### src/rtl/cache_ctrl.sv
`default_nettype none
// ============================================================================
// Module   : cache_ctrl
// Brief    : Miss-handling FSM in front of a 2-way cache array: hit service,
//            dirty victim write-back, line refill, and lookup replay.
// Revision : 1.0 - initial release
// ============================================================================
module cache_ctrl #(
    parameter int ADDR_W     = 32,
    parameter int TAG_W      = 22,
    parameter int LINE_WORDS = 4
) (
    input  logic              clk,
    input  logic              rst,
    input  logic [ADDR_W-1:0] addr_rw,
    input  logic              en_r,
    input  logic              en_w,
    input  logic              inv_req,
    input  logic [31:0]       data_w,
    output logic [31:0]       data_r,
    output logic              stall,
    output logic [ADDR_W-1:0] cache_addr,
    output logic              cache_store,
    output logic              cache_edit,
    output logic              cache_invalid,
    output logic [31:0]       cache_din,
    input  logic              cache_hit,
    input  logic [31:0]       cache_dout,
    input  logic              cache_valid,
    input  logic              cache_dirty,
    input  logic [TAG_W-1:0]  cache_tag,
    output logic              mem_cs_o,
    output logic              mem_we_o,
    output logic [ADDR_W-1:0] mem_addr_o,
    output logic [31:0]       mem_data_o,
    input  logic [31:0]       mem_data_i,
    input  logic              mem_ack_i
);

    localparam int CNT_W = $clog2(LINE_WORDS);
    localparam int IDX_W = ADDR_W - TAG_W - CNT_W - 2;
    localparam logic [CNT_W-1:0] C_LAST_WORD = CNT_W'(LINE_WORDS - 1);

    localparam logic [1:0] S_IDLE = 2'd0;
    localparam logic [1:0] S_BACK = 2'd1;
    localparam logic [1:0] S_FILL = 2'd2;
    localparam logic [1:0] S_WAIT = 2'd3;

    logic [1:0]        r_state, w_state_nxt;
    logic [CNT_W-1:0]  r_cnt, w_cnt_nxt;
    logic [TAG_W-1:0]  r_req_tag, w_req_tag_nxt;
    logic [IDX_W-1:0]  r_req_idx, w_req_idx_nxt;

    logic [ADDR_W-1:0] w_fill_addr;
    logic [ADDR_W-1:0] w_back_addr;

    // Refill targets the requested line; write-back targets the victim's own tag.
    assign w_fill_addr = {r_req_tag, r_req_idx, r_cnt, 2'b00};
    assign w_back_addr = {cache_tag, r_req_idx, r_cnt, 2'b00};

    always_ff @(posedge clk or posedge rst) begin
        if (rst) begin
            r_state   <= S_IDLE;
            r_cnt     <= '0;
            r_req_tag <= '0;
            r_req_idx <= '0;
        end else begin
            r_state   <= w_state_nxt;
            r_cnt     <= w_cnt_nxt;
            r_req_tag <= w_req_tag_nxt;
            r_req_idx <= w_req_idx_nxt;
        end
    end

    always_comb begin
        w_state_nxt   = r_state;
        w_cnt_nxt     = r_cnt;
        w_req_tag_nxt = r_req_tag;
        w_req_idx_nxt = r_req_idx;
        data_r        = '0;
        stall         = 1'b0;
        cache_addr    = '0;
        cache_store   = 1'b0;
        cache_edit    = 1'b0;
        cache_invalid = 1'b0;
        cache_din     = '0;
        mem_cs_o      = 1'b0;
        mem_we_o      = 1'b0;
        mem_addr_o    = '0;
        mem_data_o    = '0;

        // Outputs are held quiet for the whole time reset is asserted.
        if (!rst) begin
            case (r_state)
                S_IDLE: begin
                    cache_addr = addr_rw;
                    if (en_r || en_w) begin
                        if (cache_hit) begin
                            if (en_w) begin
                                cache_edit = 1'b1;
                                cache_din  = data_w;
                            end else begin
                                data_r = cache_dout;
                            end
                        end else begin
                            stall         = 1'b1;
                            w_cnt_nxt     = '0;
                            w_req_tag_nxt = addr_rw[ADDR_W-1 -: TAG_W];
                            w_req_idx_nxt = addr_rw[ADDR_W-TAG_W-1 -: IDX_W];
                            w_state_nxt   = (cache_valid && cache_dirty) ? S_BACK : S_FILL;
                        end
                    end else if (inv_req) begin
                        cache_invalid = 1'b1;
                    end
                end
                S_BACK: begin
                    stall      = 1'b1;
                    mem_cs_o   = 1'b1;
                    mem_we_o   = 1'b1;
                    cache_addr = w_fill_addr;
                    mem_addr_o = w_back_addr;
                    mem_data_o = cache_dout;
                    if (mem_ack_i) begin
                        w_cnt_nxt = r_cnt + CNT_W'(1);
                        if (r_cnt == C_LAST_WORD) begin
                            w_cnt_nxt   = '0;
                            w_state_nxt = S_FILL;
                        end
                    end
                end
                S_FILL: begin
                    stall      = 1'b1;
                    mem_cs_o   = 1'b1;
                    mem_addr_o = w_fill_addr;
                    cache_addr = w_fill_addr;
                    if (mem_ack_i) begin
                        cache_store = 1'b1;
                        cache_din   = mem_data_i;
                        w_cnt_nxt   = r_cnt + CNT_W'(1);
                        if (r_cnt == C_LAST_WORD) begin
                            w_state_nxt = S_WAIT;
                        end
                    end
                end
                S_WAIT: begin
                    stall       = 1'b1;
                    w_state_nxt = S_IDLE;
                end
                default: begin
                    w_state_nxt = S_IDLE;
                end
            endcase
        end
    end

endmodule
`default_nettype wire

### config.mk
export PLATFORM = sky130hd
export DESIGN_NAME = cache_ctrl
export DESIGN_NICKNAME = d
export VERILOG_FILES = /design/src/rtl/cache_ctrl.sv
export SDC_FILE = /design/constraint.sdc
export NUM_CORES = 1
export LEC_CHECK = 0
export CAP_MARGIN = 25
export CORE_AREA = 2 2 127 129
export CTS_CLUSTER_SIZE = 12
export DETAILED_ROUTE_END_ITERATION = 7
export DIE_AREA = 0 0 129 131
export GPL_ROUTABILITY_DRIVEN = 0
export GPL_TIMING_DRIVEN = 0
export PLACE_DENSITY = 0.64
export SYNTH_ARGS = -nofsm -noshare
export SYNTH_HDL_FRONTEND = slang
export SYNTH_SLANG_ARGS = --single-unit
### constraint.sdc
create_clock -name clk -period 6.9 [get_ports clk]
set_input_delay 2.07 -clock clk [delete_from_list [all_inputs] [get_ports clk]]
set_output_delay 2.07 -clock clk [all_outputs]
set_load 0.05 [all_outputs]
Word-level counts from Yosys, hierarchy flattened
Cells that the tools add are included.
{"block": "word_totals", "regBits": 32, "latchBits": 0, "ramBits": 0, "mem_bits_ro": 0, "inputBits": 159, "output_inout_bits": 166, "elab_cells": 77, "mem_count": 0}
{"block": "classes", "add_sub_neg": 1, "mul": 0, "div_mod_pow": 0, "order_cmp": 0, "eq_ne": 10, "shifts": 0, "n_mux": 51, "n_bitwise": 2, "reduce_logical": 9}
{"cell": "2-to-1 mux 32 bit", "n": 14}
{"cell": "case mux 32 bit (2 select lines)", "n": 3}
{"cell": "2-to-1 mux 2 bit", "n": 12}
{"cell": "2-to-1 mux 1 bit", "n": 19}
{"cell": "!= test 2 bit (second input constant)", "n": 6}
{"cell": "case mux 2 bit (4 select lines)", "n": 1}
{"cell": "AND reduction 7 bit", "n": 1}
{"cell": "== test 2 bit (second input constant)", "n": 3}
{"cell": "case mux 2 bit (3 select lines)", "n": 1}
{"cell": "AND reduction 6 bit", "n": 1}
{"cell": "AND reduction 4 bit", "n": 1}
{"cell": "nonzero test 3 bit", "n": 1}
{"cell": "OR reduction 3 bit", "n": 1}
{"cell": "adder 2 x 1 -> 2 bit (second input constant)", "n": 1}
{"cell": "== test 2 x 1 -> 1 bit (second input constant)", "n": 1}
{"cell": "logical NOT 2 bit", "n": 1}
{"cell": "inverter 1 bit", "n": 2}
{"cell": "case mux 1 bit (2 select lines)", "n": 1}
{"cell": "OR reduction 2 bit", "n": 1}
{"cell": "logical AND 1 bit", "n": 1}
{"cell": "logical OR 1 bit", "n": 1}

Longest topological paths before layout
{"block": "logic_depth", "depth_word": 5, "ltp_mapped": 7, "ltp_nobuf": 6}

Worst setup path before layout
OpenSTA, ideal clock, no wires.
{"block": "synth_path", "kind": "input-to-output", "from": "in rst", "to": "out cache_din[10]", "arrival_ps": 3993, "required_time_ps": 4830, "slack_ps": 837, "cell_stages": 4, "path_buffers": 1, "path_cell_list": "inv_1 -> o21ai_1 -> clkbuf_1 -> nor2_1"}
{"block": "synth_via", "elab_chain_len": 1}
{"item": "start, declared", "line": "14", "text": "input logic rst,"}
{"item": "2-to-1 mux 32 bit", "line": "93", "text": "if (!rst) begin"}
{"item": "end, declared", "line": "26", "text": "output logic [31:0] cache_din,"}
No other way between the ends.

Worst setup path in the final report
{"block": "layout_path", "from": "in rst", "to": "out cache_addr[5]"}
{"block": "layout_via", "elab_chain_len": 1}
{"item": "2-to-1 mux 32 bit", "line": "93"}
{"item": "end, declared", "line": "22", "text": "output logic [ADDR_W-1:0] cache_addr,"}
No other way between the ends.

==> impl_metrics.ini <==
[run_status]
status = complete, no violations

[worst_hold_path]
worstHoldPathType = reg -> reg
hold_depth = 1

[die]
die_w_um = 129
die_h_um = 131
rows = 46
core-area_um2 = 15600
ioPinCount = 325
dieArea_um2 = 16900
initial_core_util_pct = 18.8

[routing]
drtIter0Drc = 123
drt-met1-wl_mm = 5.58
wl_met2_mm = 7.53
routed_wl_mm = 14.6
ant_nets = 0
dr_wl_met3_mm = 1.39
drc = 0
wl_per_cell_um = 16.6
via_count = 3877
highest_layer = met4
dr.pass1.iters = 4
vias_per_cell = 4.41

[timing]
final_hold_viol_count = 0
finClkSkew_ns = 0.00375
rsz0062_at_grt = no
setup_viol_count_final = 0
max_freq_mhz = 148
tns_ns = 0
tightest_slew_ns = 0.583
fin_crit_sh_pct = 97.7
fin_crit_ns = 6.74
drv_slew = 0
slew_headroom_pct = 61.0

[critical_path]
critical_path.top_delay_family = buffers and inverters
crit_fanout = 10
worstPathRequired_ns = 4.83
cpPeakStageDelay_ns = 0.81
end_kind = output pin
arrival_ns = 4.67
critPathKind = in -> out
crit_buf_inv = 3
crit_path_frequent_cell = clkdlybuf4s50_1
path_depth = 6
cp_slowest_cell = clkdlybuf4s50_1
cp-start-kind = input port
worst-r2r-cell-count = 6
path_cells = clkdlybuf4s50_1, nand2b_2, nor2_2, buf_2, a22o_1, clkdlybuf4s50_1

[power_and_ir_drop]
combPwrFrac_pct = 72.9
power_uw = 2250
peakVddDrop_uv = 200
p_int_uw = 1070
seqPwrFrac_pct = 16.1
p_per_area_nw_per_um2 = 336
swShare_pct = 52.2
clkPwrFrac_pct = 11.0
leakagePower_uw = 0.00312
switchingPower_uw = 1170

[synthesis]
syn_area_um2 = 2940
synth_cells = 332
yosys-top-cells-area = dfrtp_1 (27%), and2_1 (16%), a22o_1 (15%)
yosysSeqAreaShare_pct = 27.3
ys_ff_latch = 32
ys_warn_count = 0
async_reset_ff_share_pct = 100
synth_top_area_share_pct = 27.3
synth-main-ff-cell = dfrtp_1
yosys.area.top_type = dfrtp_1
synth_cell_types = 35
synth-edff-count = 0
synth_area_per_cell_um2 = 8.85

[cts]
clockBufferDepth = 2
cts-root-buf = clkbuf_16
cts_tree = built
hold_buffers = 0
clock-sinks = 32
clk_latency_ns = 0.27
cts_buffers = 5
path_clk_slew_ns = 0.05
cts_max_level = 2

[layout]
stdcell_count = 879
finalInstanceArea_um2 = 6690
diodes = 0
final_core_util_pct = 42.9
drive_above_1_share_pct = 9.50
area_delta_synth_final_pct = 128
nets = 827

[placement]
dp.cells = 871
placed_cell_area_um2 = 6430
detailed_place_hpwl_mm = 12.0
portBuffers = 322

[grt]
track_usage_pct = 15.7
grt_max_degree = 36
grt_pass1_vias = 3878
grt_first_pass_wirelength_mm = 20.8
gr-total-overflow = 0
antenna_found_initial = 0

[flow_run]
cap_violations = 0
==> power by group through the flow <==
stage	Clock [µW]	Combinational, µW	Sequential, µW
finish	247	1640	362
global route	263	1730	376
CTS	255	1660	362
detailed placement	0	1650	360
global placement	0	1630	359
floorplan	0	1120	334
==> state kept, by name, summed over array words and instances, names as in the netlist <==
register	count
r_cnt	2
r_req_tag	22
r_state	2
r_req_idx	6
==> metal layers <==
metal,global-route usage [%],vias up
li1,-,1855
met1,17.4,1821
met2,29.9,194
met3,4.93,7
met4,2.43,0
met5,0,-
==> per-stage QoR <==
step                      setup WS, ns  hold WS (ns)
final                            0.156         0.528
after global routing           0.00316         0.562
after CTS                       0.0686         0.532
after detailed placement        -0.218         0.520
after global placement          -0.766         0.509
after floorplan                  0.837         0.496
==> layout by cell type, fill, tap and decap left out, types with 2 or more instances in the layout <==
cell	instances
dlymetal6s2s_1	32
ha_1	6
conb_1	2
nand2b_1	2
nand2b_2	2
clkbuf_16	5
mux2_2	29
buf_6	4
a22o_1	51
clkbuf_1	15
nand2_1	2
dfrtp_1	32
inv_1	5
buf_4	2
a22oi_1	33
and2_1	76
buf_2	10
a21oi_1	2
o21ai_0	3
nor2_1	38
clkdlybuf4s50_1	290
==> Yosys cell counts (3+ instances only) <==
library cell,n
ha_1,6
buf_2,10
inv_1,6
clkbuf_1,15
buf_6,4
and2_1,76
a22o_1,51
mux2_2,29
a22oi_1,33
dfrtp_1,32
nor2_1,39
o21ai_0,3
==> layout make-up <==
type | instances | area [µm²]
fill | 1508 | 8910
timing repair buffer | 322 | 3300
multi-input combinational | 264 | 1950
sequential | 32 | 801
tap | 216 | 270
buffer | 31 | 168
clock buffer | 6 | 129
clock inverter | 2 | 35.0
inverter | 6 | 27.5
==> cells by family after synthesis <==
kind of cell / count (synthesis) / synth area share [%]
buffers and inverters: 37 / 6.43
flip-flops: 32 / 27.3
multiplexers: 31 / 11.8
AO/OA/AOI/OAI: 97 / 27.4
AND/OR/NAND/NOR: 128 / 24.4
adder cells (fa/ha/maj): 6 / 2.56
other: 1 / 0.128
==> worst reg2reg max path: stages (launching register included) <==
cell,delay [ns]
dfrtp_1,0.40
inv_1,0.13
ha_1,0.36
nand2b_2,0.19
nor2_4,0.36
buf_6,0.22
mux2_2,0.35
==> worst paths after layout <==
path                               from       endpoint  slack (ns)
max in group asynchronous           rst   r_req_tag[6]        4.28
min reg2reg                r_req_idx[1]   r_req_idx[1]        0.53
min in group asynchronous           rst     r_state[1]        2.36
max reg2reg                  r_state[1]   r_req_tag[5]        4.78
max                                 rst  cache_addr[5]        0.16
min                        r_req_idx[1]   r_req_idx[1]        0.53
==> timing repair <==
action | 4_1_cts | 5_1_grt
pin swaps | 0 | 0
resized for setup | 2 | 35
setup endpoints to repair | 31 | 43
setup buffers | 0 | 0
Power figures use the tool's default switching activity.
